<file path="src/rtl/io_cycle_master_pkg.sv">
// Shared types and limits for the Z80-style I/O cycle initiator.
package io_cycle_master_pkg;

  typedef enum logic [2:0] {
    IO_IDLE,
    IO_T1,
    IO_T2,
    IO_TW,
    IO_T3
  } io_cycle_state_t;

  localparam int unsigned IO_MAX_WAIT = 3;

endpackage

</file>
<file path="src/rtl/io_cycle_master.sv">
// Z80-style IORQ/RD/WR cycle generator advancing one T-state per clkcpu_ck strobe.
// Optional macro IO_CYCLE_MASTER_WAITN_EN adds the active-low bus_wait_n input.
module io_cycle_master
  import io_cycle_master_pkg::*;
#(
  parameter int unsigned WAIT_STATES = 1
) (
  input  logic        clk28,
  input  logic        rst,
  input  logic        clkcpu_ck,
  input  logic        req_valid,
  output logic        req_ready,
  input  logic        req_wr,
  input  logic [15:0] req_addr,
  input  logic [7:0]  req_data,
  output logic        rsp_valid,
  output logic [7:0]  rsp_data,
  output logic [15:0] bus_a,
  output logic [7:0]  bus_d_out,
  output logic        bus_d_oe,
  input  logic [7:0]  bus_d_in,
`ifdef IO_CYCLE_MASTER_WAITN_EN
  input  logic        bus_wait_n,
`endif
  output logic        bus_ioreq,
  output logic        bus_rd,
  output logic        bus_wr
);

  if (WAIT_STATES > IO_MAX_WAIT) begin : g_wait_states_range
    $error("io_cycle_master: WAIT_STATES must be in 0..3");
  end

  localparam logic [1:0] WAIT_LOAD = (WAIT_STATES == 0) ? 2'd0 : 2'(WAIT_STATES - 1);

  io_cycle_state_t state_q, state_d;
  logic [1:0]  wait_cnt_q, wait_cnt_d;
  logic        is_out_q, is_out_d;
  logic        req_ready_q, req_ready_d;
  logic        rsp_valid_q, rsp_valid_d;
  logic [7:0]  rsp_data_q, rsp_data_d;
  logic [15:0] bus_a_q, bus_a_d;
  logic [7:0]  bus_d_out_q, bus_d_out_d;
  logic        bus_d_oe_q, bus_d_oe_d;
  logic        bus_ioreq_q, bus_ioreq_d;
  logic        bus_rd_q, bus_rd_d;
  logic        bus_wr_q, bus_wr_d;
  logic        wait_ok;

  // A low bus_wait_n at a T-state boundary in TW/T3 holds the cycle where it is.
`ifdef IO_CYCLE_MASTER_WAITN_EN
  assign wait_ok = bus_wait_n;
`else
  assign wait_ok = 1'b1;
`endif

  always_comb begin
    // NOTE: every variable gets a default before the case so no path can infer a latch.
    state_d     = state_q;
    wait_cnt_d  = wait_cnt_q;
    is_out_d    = is_out_q;
    req_ready_d = req_ready_q;
    rsp_valid_d = 1'b0;
    rsp_data_d  = rsp_data_q;
    bus_a_d     = bus_a_q;
    bus_d_out_d = bus_d_out_q;
    bus_d_oe_d  = bus_d_oe_q;
    bus_ioreq_d = bus_ioreq_q;
    bus_rd_d    = bus_rd_q;
    bus_wr_d    = bus_wr_q;

    unique case (state_q)
      IO_IDLE: begin
        req_ready_d = 1'b1;
        // A strobe coinciding with accept is ignored so T1 always waits for the next one.
        if (req_valid && req_ready_q) begin
          state_d     = IO_T1;
          req_ready_d = 1'b0;
          is_out_d    = req_wr;
          bus_a_d     = req_addr;
          bus_d_oe_d  = req_wr;
          if (req_wr) bus_d_out_d = req_data;
        end
      end
      IO_T1: begin
        if (clkcpu_ck) begin
          state_d     = IO_T2;
          bus_ioreq_d = 1'b1;
          bus_rd_d    = !is_out_q;
          bus_wr_d    = is_out_q;
        end
      end
      IO_T2: begin
        if (clkcpu_ck) begin
          if (WAIT_STATES != 0) begin
            state_d    = IO_TW;
            wait_cnt_d = WAIT_LOAD;
          end else begin
            state_d = IO_T3;
          end
        end
      end
      IO_TW: begin
        if (clkcpu_ck && wait_ok) begin
          if (wait_cnt_q == 2'd0) state_d = IO_T3;
          else wait_cnt_d = wait_cnt_q - 2'd1;
        end
      end
      IO_T3: begin
        if (clkcpu_ck && wait_ok) begin
          if (!is_out_q) rsp_data_d = bus_d_in;
          rsp_valid_d = 1'b1;
          bus_ioreq_d = 1'b0;
          bus_rd_d    = 1'b0;
          bus_wr_d    = 1'b0;
          bus_d_oe_d  = 1'b0;
          state_d     = IO_IDLE;
        end
      end
      default: state_d = IO_IDLE;
    endcase
  end

  // NOTE: sequential state uses non-blocking assignments so all flops update together.
  always_ff @(posedge clk28) begin
    if (rst) begin
      state_q     <= IO_IDLE;
      wait_cnt_q  <= 2'd0;
      is_out_q    <= 1'b0;
      req_ready_q <= 1'b0;
      rsp_valid_q <= 1'b0;
      rsp_data_q  <= 8'hFF;
      bus_a_q     <= 16'h0000;
      bus_d_out_q <= 8'h00;
      bus_d_oe_q  <= 1'b0;
      bus_ioreq_q <= 1'b0;
      bus_rd_q    <= 1'b0;
      bus_wr_q    <= 1'b0;
    end else begin
      state_q     <= state_d;
      wait_cnt_q  <= wait_cnt_d;
      is_out_q    <= is_out_d;
      req_ready_q <= req_ready_d;
      rsp_valid_q <= rsp_valid_d;
      rsp_data_q  <= rsp_data_d;
      bus_a_q     <= bus_a_d;
      bus_d_out_q <= bus_d_out_d;
      bus_d_oe_q  <= bus_d_oe_d;
      bus_ioreq_q <= bus_ioreq_d;
      bus_rd_q    <= bus_rd_d;
      bus_wr_q    <= bus_wr_d;
    end
  end

  assign req_ready = req_ready_q;
  assign rsp_valid = rsp_valid_q;
  assign rsp_data  = rsp_data_q;
  assign bus_a     = bus_a_q;
  assign bus_d_out = bus_d_out_q;
  assign bus_d_oe  = bus_d_oe_q;
  assign bus_ioreq = bus_ioreq_q;
  assign bus_rd    = bus_rd_q;
  assign bus_wr    = bus_wr_q;

endmodule

</file>
<file path="config.mk">
export PLATFORM = sky130hd
export DESIGN_NAME = io_cycle_master
export DESIGN_NICKNAME = d
export VERILOG_FILES = /design/src/rtl/io_cycle_master_pkg.sv /design/src/rtl/io_cycle_master.sv
export SDC_FILE = /design/constraint.sdc
export NUM_CORES = 1
export LEC_CHECK = 0
export ABC_AREA = 1
export BUFFER_PORTS_ARGS = -buffer_cell sky130_fd_sc_hd__buf_2
export CORE_UTILIZATION = 46
export CTS_CLUSTER_SIZE = 16
export DETAILED_ROUTE_END_ITERATION = 10
export PLACE_DENSITY = 0.78
export SLEW_MARGIN = 10
export SYNTH_ARGS = -nofsm -noshare
export SYNTH_HDL_FRONTEND = slang
export SYNTH_SLANG_ARGS = --single-unit
export TNS_END_PERCENT = 10
</file>
<file path="constraint.sdc">
create_clock -name clk28 -period 1.6 [get_ports clk28]
set_input_delay 0.16 -clock clk28 [delete_from_list [all_inputs] [get_ports clk28]]
set_output_delay 0.16 -clock clk28 [all_outputs]
set_load 0.02 [all_outputs]
</file>
==> impl_metrics.ini, run 1 <==
[floorplanning]
ios = 75
num_rows = 21
fp.dieW_um = 62.4
die_height_um = 62.4
coreArea_sq_um = 3420
initial_core_util = 0.492
die_area_sq_um = 3900

[route]
firstDrtPassIters = 4
num_vias = 1650
drt-initial-drc-count = 58
ant_nets = 0
drt-total-wl_mm = 3.62
wl_per_cell_um = 10.5
drc = 0
vias_per_cell = 4.80

[global_route]
gr-usage-met3 = 0.0693
overflow = 0
grt_pass1_vias = 1489
busiest_layer = met2
gr-usage-met1 = 0.237
antenna_found_initial = 0
grt_max_degree = 25
grtUsageMet2 = 0.332
grt_pass1_wl_mm = 6.15
grt_usage = 0.198

[yosys]
syn_area_per_cell_sq_um = 7.60
ys_seq_elements = 44
synth_top_cell_area_share = 0.524
synth_largest_area_cell = dfxtp_1
synth_fp_nets = 259
synth_area_leaders = dfxtp_1 52%, nor2_1 12%, nand2_1 8.3%, o21ai_0 5.4%, nand3_1 5.1%
synth_cell_types = 19
syn_area_sq_um = 1680
ys.warnings.count = 0
synthCells = 221
yosysSeqAreaShare = 0.524

[worst_hold_path]
min_path_cells = 3
worstHoldStart = bus_d_in[1]
holdPathEnd = rsp_data[1]$_SDFFE_PP1P_
hold_path.class = primary input to flip-flop

[power_and_ir_drop]
peakVddDrop_mv = 0.733
p_leak_nw = 1.13
powerDensity_nw_per_um2 = 1400

[cells_and_area]
nets = 337
final_util = 0.633
design_area_sq_um = 2160
nFillCells = 331
n_antenna_cell = 0
layout-drive-gt1-share = 0.312
final_cell_mix = 74 x buf_2, 54 x nor2_1, 44 x dfxtp_1
layout-area-overhead-vs-synth_pct = 28.7
final_common_cell = buf_2

[timing]
final-max-slew-violation-count = 0
fmax_mhz = 738
finalSetupViolations = 0
slew_headroom = 0.803
finalSetupTns_ns = 0
fin_worst_skew_ns = 0.00852
tightest_slew_ns = 0.295
rsz0062_at_grt = no
fin_crit_sh = 0.847
period_minus_slack_ns = 1.36
hold_violations = 0

[worst_setup_path]
cp_slowest_cell = dfxtp_1
reg2reg_slack_ns = 0.24
r2r_end = bus_d_out[4]$_SDFFE_PP0P_
crit_fanout = 11
crit_required_ns = 1.89
cpPeakStageDelay_ns = 0.40
worstSetupEndpointType = flip-flop
arrival_ns = 1.65
crit_chain = nor2_4 -> nand2_2 -> nor2_8 -> nand2_2 -> inv_2 -> nor2_1 -> nor2_1
critPathTopFamily = simple AND/OR/NAND/NOR gates
worstSetupPathType = flip-flop to flip-flop
start_kind = flip-flop
cp.buffers_inverters = 1
regToRegStartpoint = state_q[0]$_SDFFE_PP0P_
reg2reg_depth = 7

[placement]
dp.final_hpwl_mm = 2.66
io_buffers = 74
gp_congestion = 0.828
dpl_cell_area_sq_um = 2080

[clock_tree]
clock-sinks = 44
cts_resized = 0
clk_path_buf_depth = 2
tritoncts = built
numCtsBuffers = 5
postCtsSetupBuffers = 0
clock_latency_ns = 0.34
path_clk_slew_ns = 0.11
root_buffer = clkbuf_4
holdBufCountCts = 1
htree_levels = 2

[job]
maxCapViolCount = 0

[run_status]
status = complete, no violations
[worst max path at each step]
stage / endpoint / slack, ns / cells after the start / from
2_1_floorplan: bus_d_out[0]$_SDFFE_PP0P_ / 0.34 / 6 / req_ready$_SDFFE_PP0P_
3_3_place_gp: bus_d_out[6]$_SDFFE_PP0P_ / 0.32 / 7 / state_q[0]$_SDFFE_PP0P_
3_5_place_dp: bus_d_out[7]$_SDFFE_PP0P_ / 0.28 / 7 / state_q[0]$_SDFFE_PP0P_
4_1_cts: bus_d_out[5]$_SDFFE_PP0P_ / 0.25 / 7 / state_q[0]$_SDFFE_PP0P_
5_1_grt: bus_d_out[5]$_SDFFE_PP0P_ / 0.12 / 7 / state_q[0]$_SDFFE_PP0P_
6_report: bus_d_out[4]$_SDFFE_PP0P_ / 0.24 / 7 / state_q[0]$_SDFFE_PP0P_
[kinds of logic (layout without fill, tap and decap cells)]
| family | count (synthesis) | after routing | synth area share |
|---|---|---|---|
| simple gates | 117 | 117 | 0.299 |
| flops | 44 | 44 | 0.524 |
| compound gates | 35 | 35 | 0.104 |
| buf+inv | 24 | 101 | 0.0655 |
| fa+ha+maj | 1 | 1 | 0.00744 |
[through the flow]
stage / power (W) / hold WS, ns / cells / setup slack (ns)
after floorplan: 0.00212 / 0.273 / 221 / 0.338
after global placement: 0.00238 / 0.359 / 337 / 0.321
after detailed placement: 0.00240 / 0.363 / 337 / 0.278
after CTS: 0.00304 / 0.00116 / 344 / 0.246
after global routing: 0.00322 / 0.00436 / 344 / 0.121
final: 0.00302 / 0.00400 / 344 / 0.245
[area by class of cell]
class | count | area [sq um] | area share
clock inverters | 1 | 30.0 | 0.0139
repair buffers | 78 | 403 | 0.186
well taps | 46 | 57.6 | 0.0266
inverters | 17 | 63.8 | 0.0295
multi-input cells | 153 | 689 | 0.319
clock buffers | 5 | 37.5 | 0.0174
flip-flops and latches | 44 | 881 | 0.407
[registers in the layout (all words and copies together) (netlist names), 2 cells and up]
name	cells
bus_a	16
bus_d_out	8
rsp_data	8
state_q	3
wait_cnt_q	2
[tightest hold or removal path, cell delays in order]
cell and delay [ns]:
buf_2 0.07, nand2_1 0.04, nand3_1 0.05
[metal layers]
layer / share of wire / wire length [um]
met4: 0.013 / 46
met2: 0.46 / 1670
met3: 0.077 / 279
met1: 0.45 / 1630
met5: 0 / 0
[where the power goes]
part / switching (W) / leakage, nW / internal [W] / total [W]
sequential: 0.000107 / 0.358 / 0.00127 / 0.00138
clock: 0.000320 / 0.0371 / 0.000313 / 0.000633
combinational: 0.000663 / 0.735 / 0.000344 / 0.00101
total: 0.00109 / 1.13 / 0.00193 / 0.00302
[Yosys cell counts]
| cell | instances |
|---|---|
| o21ai_1 | 8 |
| nand3_1 | 17 |
| nor2_2 | 2 |
| nor2_4 | 1 |
| nor2_8 | 1 |
| o21ai_0 | 18 |
| dfxtp_1 | 44 |
| buf_2 | 1 |
| nand2_1 | 37 |
| clkbuf_1 | 3 |
| buf_4 | 1 |
| buf_6 | 2 |
| nor2_1 | 54 |
| nand4_1 | 2 |
| inv_2 | 3 |
| nand2_2 | 3 |
| a21oi_1 | 9 |
| ha_1 | 1 |
| inv_1 | 14 |
No activity file was read; power rests on OpenSTA's default activity.
==> run 2: changes to the inputs <==
- CORE_UTILIZATION: 46 -> 41
- PLACE_DENSITY: 0.78 -> 0.74
- clock period: 1.6 -> 1.2 ns (I/O delays scaled with it)
==> run 2 against run 1 <==
Net effect:
- clock-buffer cell count is 1 higher
- register-to-register slack got worse by 0.24 ns
- sequential share of layout area decreased by 1.9 points
- sequential power increased by 35%
- flip-flop and latch count is the same
- combinational power is 47% higher
- total power up 43%
- first-iteration DRC count rose by 17%
==> impl_metrics.ini, run 2 (same netlist as run 1, synthesis figures left out) <==
[power_and_ir_drop]
p_int_w = 0.00272
combPwrFrac = 0.343
p_clk_frac = 0.227
p_leak_nw = 1.18
peakVddDrop_mv = 0.923
swShare = 0.368
seq_power_share = 0.430
powerDensity_nw_per_um2 = 1880
p_switching_w = 0.00159

[placement]
io_buffers = 74
dp_cells = 345
gp_congestion = 0.881
dp.final_hpwl_mm = 2.79

[floorplanning]
ios = 75
die_height_um = 66.0
num_rows = 22
fp.dieW_um = 66.0
initial_core_util = 0.442
coreArea_sq_um = 3800
die_area_sq_um = 4360

[job]
maxCapViolCount = 0

[global_route]
grt_pass1_wl_mm = 6.57
antenna_found_initial = 0
grt_pass1_vias = 1599
grt_max_degree = 19
grt_usage = 0.196
overflow = 0

[worst_setup_path]
arrival_ns = 1.39
crit_fanout = 18
worstSetupEndpointType = flip-flop
reg2reg_slack_ns = 0.004
crit_required_ns = 1.39
start_kind = flip-flop
worstSetupPathType = flip-flop to flip-flop

[clock_tree]
clock-sinks = 44
postCtsSetupBuffers = 0
path_clk_slew_ns = 0.08
numCtsBuffers = 5
htree_levels = 2
tritoncts = built
root_buffer = clkbuf_8
clock_latency_ns = 0.30
clk_path_buf_depth = 2

[route]
drt-total-wl_mm = 3.86
drt-initial-drc-count = 68
firstDrtPassIters = 4
wl_per_cell_um = 10.9
vias_per_cell = 4.69
drc = 0
ant_nets = 0
num_vias = 1657

[timing]
fmax_mhz = 836
tightest_slew_ns = 0.185
slew_headroom = 0.877
hold_violations = 0
period_minus_slack_ns = 1.20
fin_crit_sh = 0.997
finalSetupTns_ns = 0
fin_worst_skew_ns = 0.00640
finalSetupViolations = 0
hold-worst-slack_ns = 0.0149
final-max-slew-violation-count = 0
rsz0062_at_grt = yes

[cells_and_area]
n_antenna_cell = 0
final_common_cell = buf_2
nFillCells = 369
layout-drive-gt1-share = 0.370
nets = 342
layout-area-overhead-vs-synth_pct = 36.2
fin_cells = 353
largest_reg_flops = 16
final_cell_mix = 74 x buf_2, 53 x nor2_1, 40 x dfxtp_1

[run_status]
status = complete, no violations

[worst_hold_path]
hold_path.class = primary input to flip-flop
[run 2: cell count changes in the layout (fill, tap and decap cells not counted), sizes merged]
cell,change
clkinv,+1
buf,+6
bufinv,-1
clkbuf,+1
inv,+1
dlygate4sd3,-1
[run 2: final cells by class]
type | count | area [sq um] | share of cell area
Sequential cell | 44 | 888 | 0.388
Inverter | 17 | 73.8 | 0.0323
Multi-Input combinational cell | 153 | 728 | 0.318
Timing Repair Buffer | 83 | 442 | 0.193
Clock inverter | 2 | 13.8 | 0.00601
Clock buffer | 6 | 82.6 | 0.0361
Tap cell | 48 | 60.1 | 0.0262
[run 2: per-stage QoR]
| stage | instance area [sq um] | utilization | total power [W] | worst slack [ns] |
|---|---|---|---|---|
| global route | 2290 | 0.602 | 0.00461 | -0.112 |
| global placement | 2140 | 0.562 | 0.00325 | -0.00153 |
| floorplan | 1680 | - | 0.00283 | 0.0203 |
| finish | 2290 | 0.602 | 0.00431 | 0.00351 |
| detailed placement | 2140 | 0.562 | 0.00328 | -0.0329 |
| CTS | 2240 | 0.591 | 0.00427 | -0.0448 |
[run 2: path summary, 6_finish.rpt]
path,depth (start not counted),to,start
worst max-delay path,6,bus_a[2]$_SDFFE_PP0P_,state_q[0]$_SDFFE_PP0P_
worst min-delay path,3,rsp_data[4]$_SDFFE_PP1P_,bus_d_in[4]
worst max register to register,6,bus_a[2]$_SDFFE_PP0P_,state_q[0]$_SDFFE_PP0P_
worst min register to register,2,bus_rd$_SDFFE_PP0P_,bus_rd$_SDFFE_PP0P_
[run 2: worst max-delay path: stages, from the launching register on]
cell and delay (ns):
dfxtp_4 0.37, nor2_4 0.14, nand2_2 0.12, nor2_8 0.17, inv_4 0.12, nor2_1 0.11, nor2_1 0.06
[run 2: power by group through the flow]
stage | Clock, W | Combinational (W) | Sequential, W
floorplan | 0 | 0.000738 | 0.00210
global placement | 0 | 0.00139 | 0.00187
detailed placement | 0 | 0.00141 | 0.00186
CTS | 0.00100 | 0.00143 | 0.00184
global route | 0.00106 | 0.00166 | 0.00189
finish | 0.000977 | 0.00148 | 0.00186
[run 2: what timing repair did]
item                                    CTS  global route
hold buffers                              0             0
resized for setup                         5            18
endpoints found under the setup margin   22            42
[run 2: layer usage]
| layer | share of wire | vias up | wire length (um) | track usage |
|---|---|---|---|---|
| li1 | - | 868 | - | - |
| met2 | 0.44 | 60 | 1710 | 0.315 |
| met5 | 0 | - | 0 | 0 |
| met3 | 0.064 | 11 | 248 | 0.0569 |
| met1 | 0.47 | 718 | 1800 | 0.238 |
| met4 | 0.026 | 0 | 102 | 0.0904 |
